--- src/rtl/pc_update_unit_pkg.sv ---
// rtl/pc_update_unit_pkg.sv - cpu_pkg: opcodes, ALU ops, instruction fields, PC FSM encoding
package cpu_pkg;

  localparam int PC_WIDTH = 32;
  localparam logic [31:0] RESET_PC_DEFAULT = 32'h0000_0000;

  // Opcodes, OPCODE field of the instruction word
  localparam logic [7:0] OP_LOADI = 8'h00;
  localparam logic [7:0] OP_MOV   = 8'h01;
  localparam logic [7:0] OP_ADD   = 8'h02;
  localparam logic [7:0] OP_SUB   = 8'h03;
  localparam logic [7:0] OP_AND   = 8'h04;
  localparam logic [7:0] OP_OR    = 8'h05;
  localparam logic [7:0] OP_J     = 8'h06;
  localparam logic [7:0] OP_BEQ   = 8'h07;

  // ALU operation select
  localparam logic [2:0] ALUOP_FWD = 3'b000;
  localparam logic [2:0] ALUOP_ADD = 3'b001;
  localparam logic [2:0] ALUOP_AND = 3'b010;
  localparam logic [2:0] ALUOP_OR  = 3'b011;

  // Instruction word field positions
  localparam int OPCODE_MSB = 31;
  localparam int OPCODE_LSB = 24;
  localparam int OFFSET_MSB = 23;
  localparam int OFFSET_LSB = 16;
  localparam int SRC1_MSB   = 15;
  localparam int SRC1_LSB   = 8;
  localparam int SRC2_MSB   = 7;
  localparam int SRC2_LSB   = 0;

  // PC sequencing FSM
  typedef enum logic [1:0] {
    S_HOLD  = 2'd0,
    S_RUN   = 2'd1,
    S_STALL = 2'd2
  } pc_state_e;

  // Signed word offset converted to a byte displacement
  function automatic logic [PC_WIDTH-1:0] word_offset_bytes(input logic [7:0] off);
    return {{(PC_WIDTH-10){off[7]}}, off, 2'b00};
  endfunction

endpackage

--- src/rtl/pc_update_unit_if.sv ---
// rtl/pc_update_unit_if.sv - flow-control inputs and PC outputs between decoder/ALU and PC unit
interface pc_update_unit_if;

  logic        JUMPENABLE;
  logic        BRANCHENABLE;
  logic        ZERO;
  logic [7:0]  OFFSET;
  logic        BUSYWAIT;
  logic [31:0] PC;
  logic        TAKEN;
  logic [31:0] RETIRE_COUNT;

  // Decoder/ALU/memory side
  modport master (
    output JUMPENABLE, BRANCHENABLE, ZERO, OFFSET, BUSYWAIT,
    input  PC, TAKEN, RETIRE_COUNT
  );

  // PC unit side
  modport slave (
    input  JUMPENABLE, BRANCHENABLE, ZERO, OFFSET, BUSYWAIT,
    output PC, TAKEN, RETIRE_COUNT
  );

endinterface

--- src/rtl/pc_update_unit_target_adder.sv ---
// rtl/pc_update_unit_target_adder.sv - pc_target_adder: sequential and relative-target next PC
module pc_target_adder
  import cpu_pkg::*;
(
  input  logic [PC_WIDTH-1:0] pc_i,
  input  logic [7:0]          offset_i,
  output logic [PC_WIDTH-1:0] seq_o,
  output logic [PC_WIDTH-1:0] tgt_o
);

  // Target is relative to the following instruction; both sums wrap silently
  assign seq_o = pc_i + PC_WIDTH'(4);
  assign tgt_o = seq_o + word_offset_bytes(offset_i);

endmodule

--- src/rtl/pc_update_unit.sv ---
// rtl/pc_update_unit.sv - program counter with jump/beq redirect and stall; PC_RETIRE_COUNTER_EN adds a retire counter
module pc_update_unit
  import cpu_pkg::*;
#(
  parameter logic [31:0] RESET_PC = RESET_PC_DEFAULT,
  parameter int          PC_W     = 32
) (
  input  logic           CLK,
  input  logic           RESET,
  pc_update_unit_if.slave bus
);

  pc_state_e       state_q, state_d;
  logic [PC_W-1:0] pc_q, pc_d;
  logic            taken_q, taken_d;
  logic [PC_W-1:0] seq;
  logic [PC_W-1:0] tgt;
  logic            redirect;
  logic            advance;

  pc_target_adder u_target_adder (
    .pc_i     (pc_q),
    .offset_i (bus.OFFSET),
    .seq_o    (seq),
    .tgt_o    (tgt)
  );

  // Jump wins over branch when both are raised, which folds naturally into the OR
  assign redirect = bus.JUMPENABLE | (bus.BRANCHENABLE & bus.ZERO);

  // Next state and next PC; flow inputs only matter in a cycle that advances
  always_comb begin
    state_d = state_q;
    pc_d    = pc_q;
    taken_d = 1'b0;
    advance = 1'b0;
    case (state_q)
      S_HOLD:  state_d = S_RUN;
      S_RUN: begin
        if (bus.BUSYWAIT) state_d = S_STALL;
        else              advance = 1'b1;
      end
      S_STALL: begin
        if (!bus.BUSYWAIT) begin
          advance = 1'b1;
          state_d = S_RUN;
        end
      end
      default: state_d = S_HOLD;
    endcase
    if (advance) begin
      pc_d    = redirect ? tgt : seq;
      taken_d = redirect;
    end
  end

  // State, PC and redirect pulse registers; reset dominates everything
  always_ff @(posedge CLK) begin
    if (RESET) begin
      state_q <= S_HOLD;
      pc_q    <= RESET_PC;
      taken_q <= 1'b0;
    end else begin
      state_q <= state_d;
      pc_q    <= pc_d;
      taken_q <= taken_d;
    end
  end

  assign bus.PC    = pc_q;
  assign bus.TAKEN = taken_q;

`ifdef PC_RETIRE_COUNTER_EN
  logic [31:0] retire_q;

  // Count every advance, taken or not; wraps at 2^32
  always_ff @(posedge CLK) begin
    if (RESET)        retire_q <= 32'h0;
    else if (advance) retire_q <= retire_q + 32'd1;
  end

  assign bus.RETIRE_COUNT = retire_q;
`else
  assign bus.RETIRE_COUNT = 32'h0;
`endif

endmodule

--- src/flat_wrapper.sv ---
// flat-port wrapper written by rule: the top's interface ports become plain ports
module pc_update_unit_flat import cpu_pkg::*;
#(
  parameter logic [31:0] RESET_PC = RESET_PC_DEFAULT,
  parameter int          PC_W     = 32
)
  (CLK, RESET, bus_JUMPENABLE, bus_BRANCHENABLE, bus_ZERO, bus_OFFSET, bus_BUSYWAIT, bus_PC, bus_TAKEN, bus_RETIRE_COUNT);
  pc_update_unit_if bus_i ();
  input  logic CLK;
  input  logic RESET;
  input wire logic [$bits(bus_i.JUMPENABLE)-1:0] bus_JUMPENABLE;
  input wire logic [$bits(bus_i.BRANCHENABLE)-1:0] bus_BRANCHENABLE;
  input wire logic [$bits(bus_i.ZERO)-1:0] bus_ZERO;
  input wire logic [$bits(bus_i.OFFSET)-1:0] bus_OFFSET;
  input wire logic [$bits(bus_i.BUSYWAIT)-1:0] bus_BUSYWAIT;
  output wire logic [$bits(bus_i.PC)-1:0] bus_PC;
  output wire logic [$bits(bus_i.TAKEN)-1:0] bus_TAKEN;
  output wire logic [$bits(bus_i.RETIRE_COUNT)-1:0] bus_RETIRE_COUNT;
  assign bus_i.JUMPENABLE = bus_JUMPENABLE;
  assign bus_i.BRANCHENABLE = bus_BRANCHENABLE;
  assign bus_i.ZERO = bus_ZERO;
  assign bus_i.OFFSET = bus_OFFSET;
  assign bus_i.BUSYWAIT = bus_BUSYWAIT;
  assign bus_PC = bus_i.PC;
  assign bus_TAKEN = bus_i.TAKEN;
  assign bus_RETIRE_COUNT = bus_i.RETIRE_COUNT;
  pc_update_unit #(.RESET_PC(RESET_PC), .PC_W(PC_W)) u_core (.CLK(CLK), .RESET(RESET), .bus(bus_i));
endmodule
--- config.mk ---
export PLATFORM = sky130hd
export DESIGN_NAME = pc_update_unit_flat
export DESIGN_NICKNAME = d
export VERILOG_FILES = /design/src/rtl/pc_update_unit_pkg.sv /design/src/rtl/pc_update_unit_if.sv /design/src/rtl/pc_update_unit_target_adder.sv /design/src/rtl/pc_update_unit.sv /design/src/flat_wrapper.sv
export SDC_FILE = /design/constraint.sdc
export NUM_CORES = 1
export LEC_CHECK = 0
export CAP_MARGIN = 0
export CORE_MARGIN = 2
export CORE_UTILIZATION = 60
export DETAILED_ROUTE_END_ITERATION = 12
export DONT_BUFFER_PORTS = 1
export GPL_TIMING_DRIVEN = 0
export HOLD_SLACK_MARGIN = 0.05
export PLACE_DENSITY = 0.74
export SYNTH_ARGS = -nofsm -noshare
export SYNTH_HDL_FRONTEND = slang
export SYNTH_SLANG_ARGS = --single-unit
--- constraint.sdc ---
create_clock -name CLK -period 5.5 [get_ports CLK]
set_input_delay 0.55 -clock CLK [delete_from_list [all_inputs] [get_ports CLK]]
set_output_delay 0.55 -clock CLK [all_outputs]
set_load 0.05 [all_outputs]
==> results of run 1 <==
registers in the layout, summed over array words and instances (netlist names):
register / count
u_core.bus.TAKEN: 1
u_core.state_q: 2
u_core.bus.PC: 30
power by group:
part           total [µW]  switching [µW]  internal, µW
Sequential            407             139           268
Clock                 185            97.3          87.8
Combinational         556             345           211
synthesized netlist by cell type (all sizes together) (4+ instances only):
| cell type | instances |
|---|---|
| a21o | 27 |
| dfxtp | 33 |
| nand2 | 56 |
| xnor2 | 34 |
| nand3 | 20 |
| o21a | 4 |
| a21oi | 41 |
| nor2b | 4 |
| nor4 | 4 |
| o21ai | 29 |
| a311oi | 8 |
| and3 | 6 |
| a211oi | 8 |
| o21bai | 6 |
| or3 | 4 |
| nand4 | 16 |
| a31oi | 10 |
| nor2 | 47 |
| clkbuf | 21 |
| ha | 40 |
| inv | 15 |
| nor3 | 15 |
| a22oi | 4 |
| a221oi | 4 |
| buf | 42 |
| xor2 | 16 |
| a2111oi | 5 |
routing by layer:
metal	track usage (%)	vias to the layer above	wire length, µm
met4	7.55	0	163
met5	0	-	0
li1	-	2032	-
met3	3.60	17	794
met2	51.0	164	5370
met1	41.6	1903	5140
stage by stage:
step                      utilization [%]  setup slack, ns
after floorplan                         -             1.43
after global placement               65.3            0.788
after detailed placement             65.3            0.797
after CTS                            66.5            0.760
after global routing                 66.5            0.516
final                                66.5            0.721
worst min path at each step:
| stage | depth (start not counted) | slack (ns) | from | end |
|---|---|---|---|---|
| global placement | 2 | 0.50 | u_core.state_q[0]$_SDFFE_PP0P_ | u_core.state_q[0]$_SDFFE_PP0P_ |
| CTS | 3 | 0.49 | bus_BUSYWAIT | u_core.state_q[0]$_SDFFE_PP0P_ |
| floorplan | 2 | 0.49 | u_core.state_q[0]$_SDFFE_PP0P_ | u_core.state_q[0]$_SDFFE_PP0P_ |
| detailed placement | 2 | 0.51 | u_core.state_q[0]$_SDFFE_PP0P_ | u_core.state_q[0]$_SDFFE_PP0P_ |
| global route | 3 | 0.50 | bus_BUSYWAIT | u_core.state_q[0]$_SDFFE_PP0P_ |
| finish | 3 | 0.49 | bus_BUSYWAIT | u_core.state_q[0]$_SDFFE_PP0P_ |
final cells by class:
| class | instances | area, µm² |
|---|---|---|
| Buffer | 63 | 387 |
| Clock inverter | 2 | 10.0 |
| Fill cell | 635 | 2260 |
| Multi-Input combinational cell | 478 | 3210 |
| Inverter | 15 | 56.3 |
| Tap cell | 80 | 100 |
| Sequential cell | 33 | 661 |
| Clock buffer | 6 | 72.6 |
critical path: cells and delay by family, from the launching register on:
kind	cells	cell delay (ns)
AO/OA/AOI/OAI	4	1.00
AND/OR/NAND/NOR	6	1.21
buffers and inverters	2	0.27
adder cells (fa/ha/maj)	1	0.30
flip-flops	1	0.76
XOR/XNOR	1	0.29
multiplexers	3	0.83
cells by family (layout without fill, tap and decap cells):
logic type	count (synthesis)	count (layout)	share of synthesized area (%)
flip-flops	33	33	15.8
AO/OA/AOI/OAI	162	162	27.1
adder cells (fa/ha/maj)	41	41	12.4
other	1	34	0.0896
XOR/XNOR	50	50	10.5
buffers and inverters	78	86	10.6
AND/OR/NAND/NOR	186	186	22.3
multiplexers	5	5	1.26
==> results.py, run 1 <==
metrics = {
    "run_status": {
        "status": "finished clean",
    },
    "cts": {
        "clk_latency_ns": 0.29,
        "clockBufferDepth": 2,
        "h-tree-depth": 2,
        "numCtsBuffers": 5,
        "cts_hold_buffers": 0,
        "post_cts_buffers": 0,
        "clock-root-buffer": "clkbuf_8",
        "clk_pin_slew_worst_paths_ns": 0.07,
        "cts.repair.resized": 0,
        "cts_tree": "yes",
        "cts.sinks": 33,
    },
    "sta": {
        "fin_hold_ws_ns": 0.487,
        "finalCritPeriodShare_pct": 86.9,
        "final_hold_viol_count": 0,
        "max_slew_margin_pct": 46.2,
        "period_needed_ns": 4.78,
        "worst_pin_slew_ns": 0.808,
        "tns_ns": 0,
        "maxSlewViolCount": 0,
        "max_freq_mhz": 209,
        "finalClockSkew_ns": 0.00842,
        "rsz0062_at_grt": "no",
        "setup_viol": 0,
    },
    "worst_setup_path": {
        "cp-start-kind": "register",
        "rrSetupSlack_ns": 0.72,
        "r2r_start": "u_core.bus.PC[4]$_SDFFE_PP0P_",
        "crit_start": "u_core.bus.PC[4]$_SDFFE_PP0P_",
        "slowest_stage": "dfxtp_1",
        "critPathArrivalTime_ns": 4.96,
        "cp_slowest_stage_delay_ns": 0.76,
        "worstPathCellList": "and3_1 -> and2_1 -> buf_6 -> nand3_1 -> nor4_1 -> xor2_1 -> ha_1 -> buf_6 -> a21o_1 -> and3_4 -> o41ai_4 -> o2111ai_1 -> a21o_1 -> nand2_1 -> mux2i_1 -> mux2i_1 -> mux2_1",
        "endpoint_kind": "register",
        "worstSetupEndpoint": "u_core.bus.PC[31]$_SDFFE_PP0P_",
        "timing_worst_setup_path_type": "reg2reg",
        "cp.required_ns": 5.68,
        "reg2reg_depth": 17,
        "critical_path.max_fanout": 7,
        "reg2reg_to": "u_core.bus.PC[31]$_SDFFE_PP0P_",
    },
    "placed_design": {
        "placement.io_buffers": 0,
        "place_area_um2": 4410,
        "gp_congestion": 0.909,
        "dpl.hpwl_um": 8960,
        "dp_cells": 669,
    },
    "synthesis": {
        "avgSynthCellArea_um2": 7.53,
        "ys_seq_area_share_pct": 15.8,
        "ys_top_cells_by_area": "dfxtp_1, ha_1, xnor2_1, buf_4, nand2_1",
        "synthDistinctLibCells": 71,
        "synth_cells": 556,
        "synth_seq_cells": 33,
        "yosysWarnings": 0,
        "synth.top_cell.area_share_pct": 15.8,
        "synth_ff_type": "dfxtp_1",
        "async_flop_share_pct": 0,
        "syn_area_um2": 4190,
        "synth.largest_area_cell": "dfxtp_1",
        "synth-edff-count": 0,
    },
    "drt": {
        "first_pass_iters": 5,
        "via_per_inst": 6.08,
        "wl_um": 11500,
        "antenna_left": 0,
        "detail_route.wl_per_cell_um": 16.9,
        "drc_errors": 0,
        "drt_iter0_markers": 489,
        "routed-via-count": 4116,
    },
    "floorplan": {
        "std_cell_rows": 30,
        "ios": 79,
        "die_area_um2": 7660,
        "initial_core_util_pct": 61.9,
        "core_um2": 6760,
        "die-height_um": 87.5,
        "die_w_um": 87.5,
    },
    "final_layout": {
        "final_cell_mix": "nand2_1, nor2_1, a21oi_1, ha_1, buf_4",
        "syn2layout_area_growth_pct": 7.32,
        "finalNonFillerCells": 677,
        "drive_above_1_share_pct": 10.9,
        "antenna_cells": 0,
        "stdcell_area_um2": 4490,
        "nets": 651,
        "final_common_cell": "nand2_1",
    },
    "global_routing": {
        "grt_pass1_vias": 3785,
        "grt_overflow": 0,
        "grt_pass1_wl_um": 18400,
        "gr-usage-all-layers_pct": 30.4,
        "antenna_found_initial": 0,
        "grt_max_degree": 31,
    },
    "power": {
        "p_leak_uw": 0.00211,
        "power_density_nw_per_um2": 256,
        "power_uw": 1150,
        "vdd.ir_drop.worst_mv": 0.103,
    },
    "run": {
        "maxCapViolCount": 0,
    },
    "min_path": {
        "min_path_type": "in2reg",
    },
}
Power figures use the tool's default switching activity.
==> run 2: changes to the inputs <==
Settings changed: CORE_ASPECT_RATIO from default to 0.6, CORE_MARGIN 2 to 10, CTS_BUF_LIST from default to sky130_fd_sc_hd__clkbuf_16.
==> run 2 against run 1 <==
  * Non-clock buffer count is the same
  * Critical path depth unchanged
  * Cell count up 0.89%
  * Clock power up 43%
  * Routed wire length up 15%
  * Critical path type unchanged
  * Critical endpoint unchanged
  * Highest routed layer unchanged
==> results.py, run 2 (synthesis gave the netlist of run 1 again) <==
metrics = {
    "final_layout": {
        "syn2layout_area_growth_pct": 8.73,
        "drive_above_1_share_pct": 10.6,
        "largest_register_ffs": 30,
        "finalNonFillerCells": 683,
        "final_common_cell": "nand2_1",
        "final_util_pct": 67.6,
        "nets": 651,
        "final_cell_mix": "nand2_1, nor2_1, a21oi_1, ha_1, buf_4",
        "antenna_cells": 0,
    },
    "sta": {
        "final_hold_viol_count": 0,
        "period_needed_ns": 4.88,
        "finalClockSkew_ns": 0.00285,
        "fin_hold_ws_ns": 0.489,
        "max_freq_mhz": 205,
        "setup_viol": 0,
        "worst_pin_slew_ns": 0.910,
        "maxSlewViolCount": 0,
        "rsz0062_at_grt": "no",
        "tns_ns": 0,
        "max_slew_margin_pct": 39.3,
        "finalCritPeriodShare_pct": 88.8,
    },
    "drt": {
        "wl_um": 13200,
        "drc_errors": 0,
        "detail_route.wl_per_cell_um": 19.4,
        "routed-via-count": 4234,
        "first_pass_iters": 5,
        "via_per_inst": 6.20,
        "antenna_left": 0,
        "drt_iter0_markers": 475,
    },
    "placed_design": {
        "gp_congestion": 0.959,
        "placement.io_buffers": 0,
        "dp_cells": 676,
        "dpl.hpwl_um": 10300,
    },
    "min_path": {
        "hold_start": "bus_BUSYWAIT",
        "min_path_type": "in2reg",
    },
    "cts": {
        "h-tree-depth": 2,
        "clockBufferDepth": 2,
        "clk_pin_slew_worst_paths_ns": 0.05,
        "clk_latency_ns": 0.28,
        "cts_tree": "yes",
        "post_cts_buffers": 0,
        "clock-root-buffer": "clkbuf_16",
        "numCtsBuffers": 5,
        "cts_hold_buffers": 0,
        "cts.sinks": 33,
        "cts.repair.resized": 0,
    },
    "worst_setup_path": {
        "endpoint_kind": "register",
        "r2r_start": "u_core.bus.PC[4]$_SDFFE_PP0P_",
        "critical_path.max_fanout": 7,
        "critPathArrivalTime_ns": 5.05,
        "timing_worst_setup_path_type": "reg2reg",
        "cp.required_ns": 5.67,
        "crit_start": "u_core.bus.PC[4]$_SDFFE_PP0P_",
        "cp-start-kind": "register",
    },
    "floorplan": {
        "std_cell_rows": 23,
        "die_w_um": 128,
        "initial_core_util_pct": 62.2,
        "core_um2": 6730,
        "ios": 79,
        "die_area_um2": 10800,
        "die-height_um": 84.7,
    },
    "global_routing": {
        "grt_pass1_wl_um": 20900,
        "grt_pass1_vias": 3953,
        "grt_max_degree": 31,
        "gr-usage-all-layers_pct": 23.3,
        "antenna_found_initial": 0,
        "grt_overflow": 0,
    },
    "run": {
        "maxCapViolCount": 0,
    },
    "power": {
        "vdd.ir_drop.worst_mv": 0.193,
        "power_uw": 1250,
        "p_leak_uw": 0.00214,
        "power_density_nw_per_um2": 275,
    },
    "run_status": {
        "status": "finished clean",
    },
}
[run 2: worst max-delay path: stages, from the launching register on]
cell and delay, ns:
dfxtp_1 0.77, and3_1 0.30, and2_1 0.15, buf_6 0.13, nand3_1 0.19, nor4_1 0.33
xor2_1 0.26, ha_1 0.29, buf_6 0.14, a21o_1 0.20, and3_4 0.19, o41ai_4 0.35
o2111ai_1 0.22, a21o_1 0.21, nand2_1 0.16, mux2i_1 0.25, mux2i_1 0.30, mux2_1 0.34
[run 2: final cells by class]
type                            instances  area [µm²]
Sequential cell                        33         661
Fill cell                             589        2180
Multi-Input combinational cell        478        3210
Buffer                                 63         387
Inverter                               15        56.3
Clock buffer                            5         125
Clock inverter                          2        7.51
Tap cell                               87         109
[run 2: report_power, final]
group	internal (µW)	switching, µW	total, µW
sequential	269	143	411
clock	162	103	264
combinational	211	364	575
total	641	609	1250
[run 2: final timing paths]
path	slack, ns	depth (start not counted)	endpoint
min reg2reg	0.53	2	u_core.state_q[0]$_SDFFE_PP0P_
max	0.62	17	u_core.bus.PC[31]$_SDFFE_PP0P_
min	0.49	3	u_core.state_q[0]$_SDFFE_PP0P_
max reg2reg	0.62	17	u_core.bus.PC[31]$_SDFFE_PP0P_
[run 2: stage by stage]
step | setup slack (ns) | area [µm²]
global placement | 0.769 | 4420
global route | 0.347 | 4550
CTS | 0.670 | 4550
detailed placement | 0.699 | 4420
floorplan | 1.43 | 4310
finish | 0.616 | 4550
[run 2: routing by layer]
layer	routed length (µm)	share of wire, %	vias to the layer above	GRT usage [%]
met5	0	0	-	0
met4	160	1.2	0	6.11
met3	1860	14	19	6.72
met2	5280	40	262	32.9
met1	5930	45	1926	33.4
li1	-	-	2027	-
==> run 3: changes to the inputs <==
Settings changed: PLACE_DENSITY 0.74 to 0.85.
==> run 3 against run 2 <==
  * Sequential cell count did not move
  * Clock-buffer cell count did not move
  * Critical path depth stayed put
  * First-iteration DRC count up 44%
  * Clock skew rose by 0.0027 ns
  * Clock power grew 4%
  * Non-clock buffer count unchanged
  * Worst hold slack better by 0.048 ns
  * Cell count up 0.15%
  * Setup slack got worse by 0.085 ns
  * Sequential power about the same
  * Critical path type unchanged
==> results.py, run 3 (synthesis gave the netlist of run 1 again) <==
metrics = {
    "cts": {
        "clockBufferDepth": 2,
        "cts_hold_buffers": 0,
        "clk_latency_ns": 0.28,
        "clk_pin_slew_worst_paths_ns": 0.06,
        "cts.sinks": 33,
        "h-tree-depth": 2,
        "post_cts_buffers": 0,
        "cts.repair.resized": 0,
        "clock-root-buffer": "clkbuf_16",
        "numCtsBuffers": 5,
        "cts_tree": "yes",
    },
    "worst_setup_path": {
        "cp-start-kind": "register",
        "timing_worst_setup_path_type": "reg2reg",
        "cp.required_ns": 5.67,
        "worst-path-buf-inv": 2,
        "r2r_start": "u_core.bus.PC[9]$_SDFFE_PP0P_",
        "worstPathCellList": "buf_2 -> nand3_1 -> nor3_2 -> nand3_1 -> nor2_1 -> and4_1 -> xor2_1 -> ha_1 -> clkbuf_1 -> a21o_1 -> a21oi_1 -> nand3b_1 -> a21o_1 -> nand2_1 -> mux2i_1 -> mux2i_1 -> mux2_1",
        "reg2reg_depth": 17,
        "endpoint_kind": "register",
        "cp_slowest_stage_delay_ns": 0.66,
        "reg2reg_to": "u_core.bus.PC[31]$_SDFFE_PP0P_",
        "rrSetupSlack_ns": 0.53,
        "critPathArrivalTime_ns": 5.14,
        "slowest_stage": "dfxtp_1",
        "critical_path.max_fanout": 10,
        "cpLargestDelayFamily": "simple AND/OR/NAND/NOR gates",
    },
    "final_layout": {
        "syn2layout_area_growth_pct": 8.88,
        "final_cell_mix": "nand2_1, nor2_1, a21oi_1, ha_1, buf_4",
        "antenna_cells": 0,
        "nets": 651,
        "largest_register_ffs": 30,
        "final_common_cell": "nand2_1",
        "drive_above_1_share_pct": 10.9,
    },
    "drt": {
        "routed-via-count": 4411,
        "wl_um": 13500,
        "first_pass_iters": 8,
        "drc_errors": 0,
        "antenna_left": 0,
        "drt_iter0_markers": 685,
        "via_per_inst": 6.45,
        "detail_route.wl_per_cell_um": 19.8,
    },
    "power": {
        "power_density_nw_per_um2": 278,
        "power_uw": 1270,
        "vdd.ir_drop.worst_mv": 0.261,
        "p_leak_uw": 0.00214,
    },
    "sta": {
        "setup_viol": 0,
        "max_slew_margin_pct": 37.0,
        "finalCritPeriodShare_pct": 90.3,
        "final_hold_viol_count": 0,
        "fin_hold_ws_ns": 0.536,
        "maxSlewViolCount": 0,
        "finalClockSkew_ns": 0.00558,
        "period_needed_ns": 4.97,
        "rsz0062_at_grt": "no",
        "max_freq_mhz": 201,
        "worst_pin_slew_ns": 0.944,
        "tns_ns": 0,
    },
    "global_routing": {
        "grt_max_degree": 31,
        "grt_pass1_vias": 3993,
        "grt_pass1_wl_um": 21400,
        "antenna_found_initial": 0,
        "gr-usage-all-layers_pct": 23.7,
        "grt_overflow": 0,
    },
    "min_path": {
        "min_path_type": "in2reg",
        "hold_start": "bus_BUSYWAIT",
        "min_path_cells": 3,
        "min_to": "u_core.state_q[0]$_SDFFE_PP0P_",
    },
    "run_status": {
        "status": "finished clean",
    },
    "floorplan": {
        "std_cell_rows": 23,
        "die_w_um": 128,
        "initial_core_util_pct": 62.2,
        "ios": 79,
        "die-height_um": 84.7,
        "die_area_um2": 10800,
        "core_um2": 6730,
    },
    "run": {
        "maxCapViolCount": 0,
    },
    "placed_design": {
        "gp_congestion": 0.978,
        "dpl.hpwl_um": 10400,
        "placement.io_buffers": 0,
    },
}
[run 3: metal layers]
layer	track usage, %	routed length (µm)	vias to the layer above
met3	7.41	2050	22
met5	0	0	-
li1	-	-	2033
met4	4.58	153	0
met1	33.3	5680	2040
met2	34.5	5630	316
[run 3: cell type report]
class | instances | area, µm²
Buffer | 63 | 387
Multi-Input combinational cell | 478 | 3210
Inverter | 15 | 56.3
Sequential cell | 33 | 661
Fill cell | 552 | 2180
Tap cell | 87 | 109
Clock inverter | 3 | 13.8
Clock buffer | 5 | 125
[run 3: worst max path at each step]
stage / slack, ns / from / cells past startpoint / to
floorplan: 1.43 / u_core.bus.PC[4]$_SDFFE_PP0P_ / 17 / u_core.bus.PC[31]$_SDFFE_PP0P_
global placement: 0.85 / u_core.bus.PC[4]$_SDFFE_PP0P_ / 17 / u_core.bus.PC[31]$_SDFFE_PP0P_
detailed placement: 0.69 / u_core.bus.PC[4]$_SDFFE_PP0P_ / 17 / u_core.bus.PC[31]$_SDFFE_PP0P_
CTS: 0.66 / u_core.bus.PC[4]$_SDFFE_PP0P_ / 17 / u_core.bus.PC[31]$_SDFFE_PP0P_
global route: 0.26 / u_core.bus.PC[4]$_SDFFE_PP0P_ / 17 / u_core.bus.PC[31]$_SDFFE_PP0P_
finish: 0.53 / u_core.bus.PC[9]$_SDFFE_PP0P_ / 17 / u_core.bus.PC[31]$_SDFFE_PP0P_
[run 3: power breakdown]
part	internal, µW	total (µW)	switching [µW]
sequential	268	410	141
combinational	212	584	372
clock	164	274	109
[run 3: worst reg2reg max path, cell delays in order, from the launching register on]
cell and delay (ns):
dfxtp_1 0.66, buf_2 0.30, nand3_1 0.16, nor3_2 0.33, nand3_1 0.30, nor2_1 0.31, and4_1 0.30, xor2_1 0.29
ha_1 0.29, clkbuf_1 0.21, a21o_1 0.23, a21oi_1 0.17, nand3b_1 0.10, a21o_1 0.16, nand2_1 0.16, mux2i_1 0.24
mux2i_1 0.30, mux2_1 0.35
[run 3: stage by stage]
stage                     util (%)  area (µm²)  setup slack (ns)  std cells
after floorplan                  -        4310              1.43        589
after global placement        65.6        4420             0.846        676
after detailed placement      65.6        4420             0.691        676
after CTS                     67.7        4560             0.660        684
after global routing          67.7        4560             0.265        684
final                         67.7        4560             0.531        684
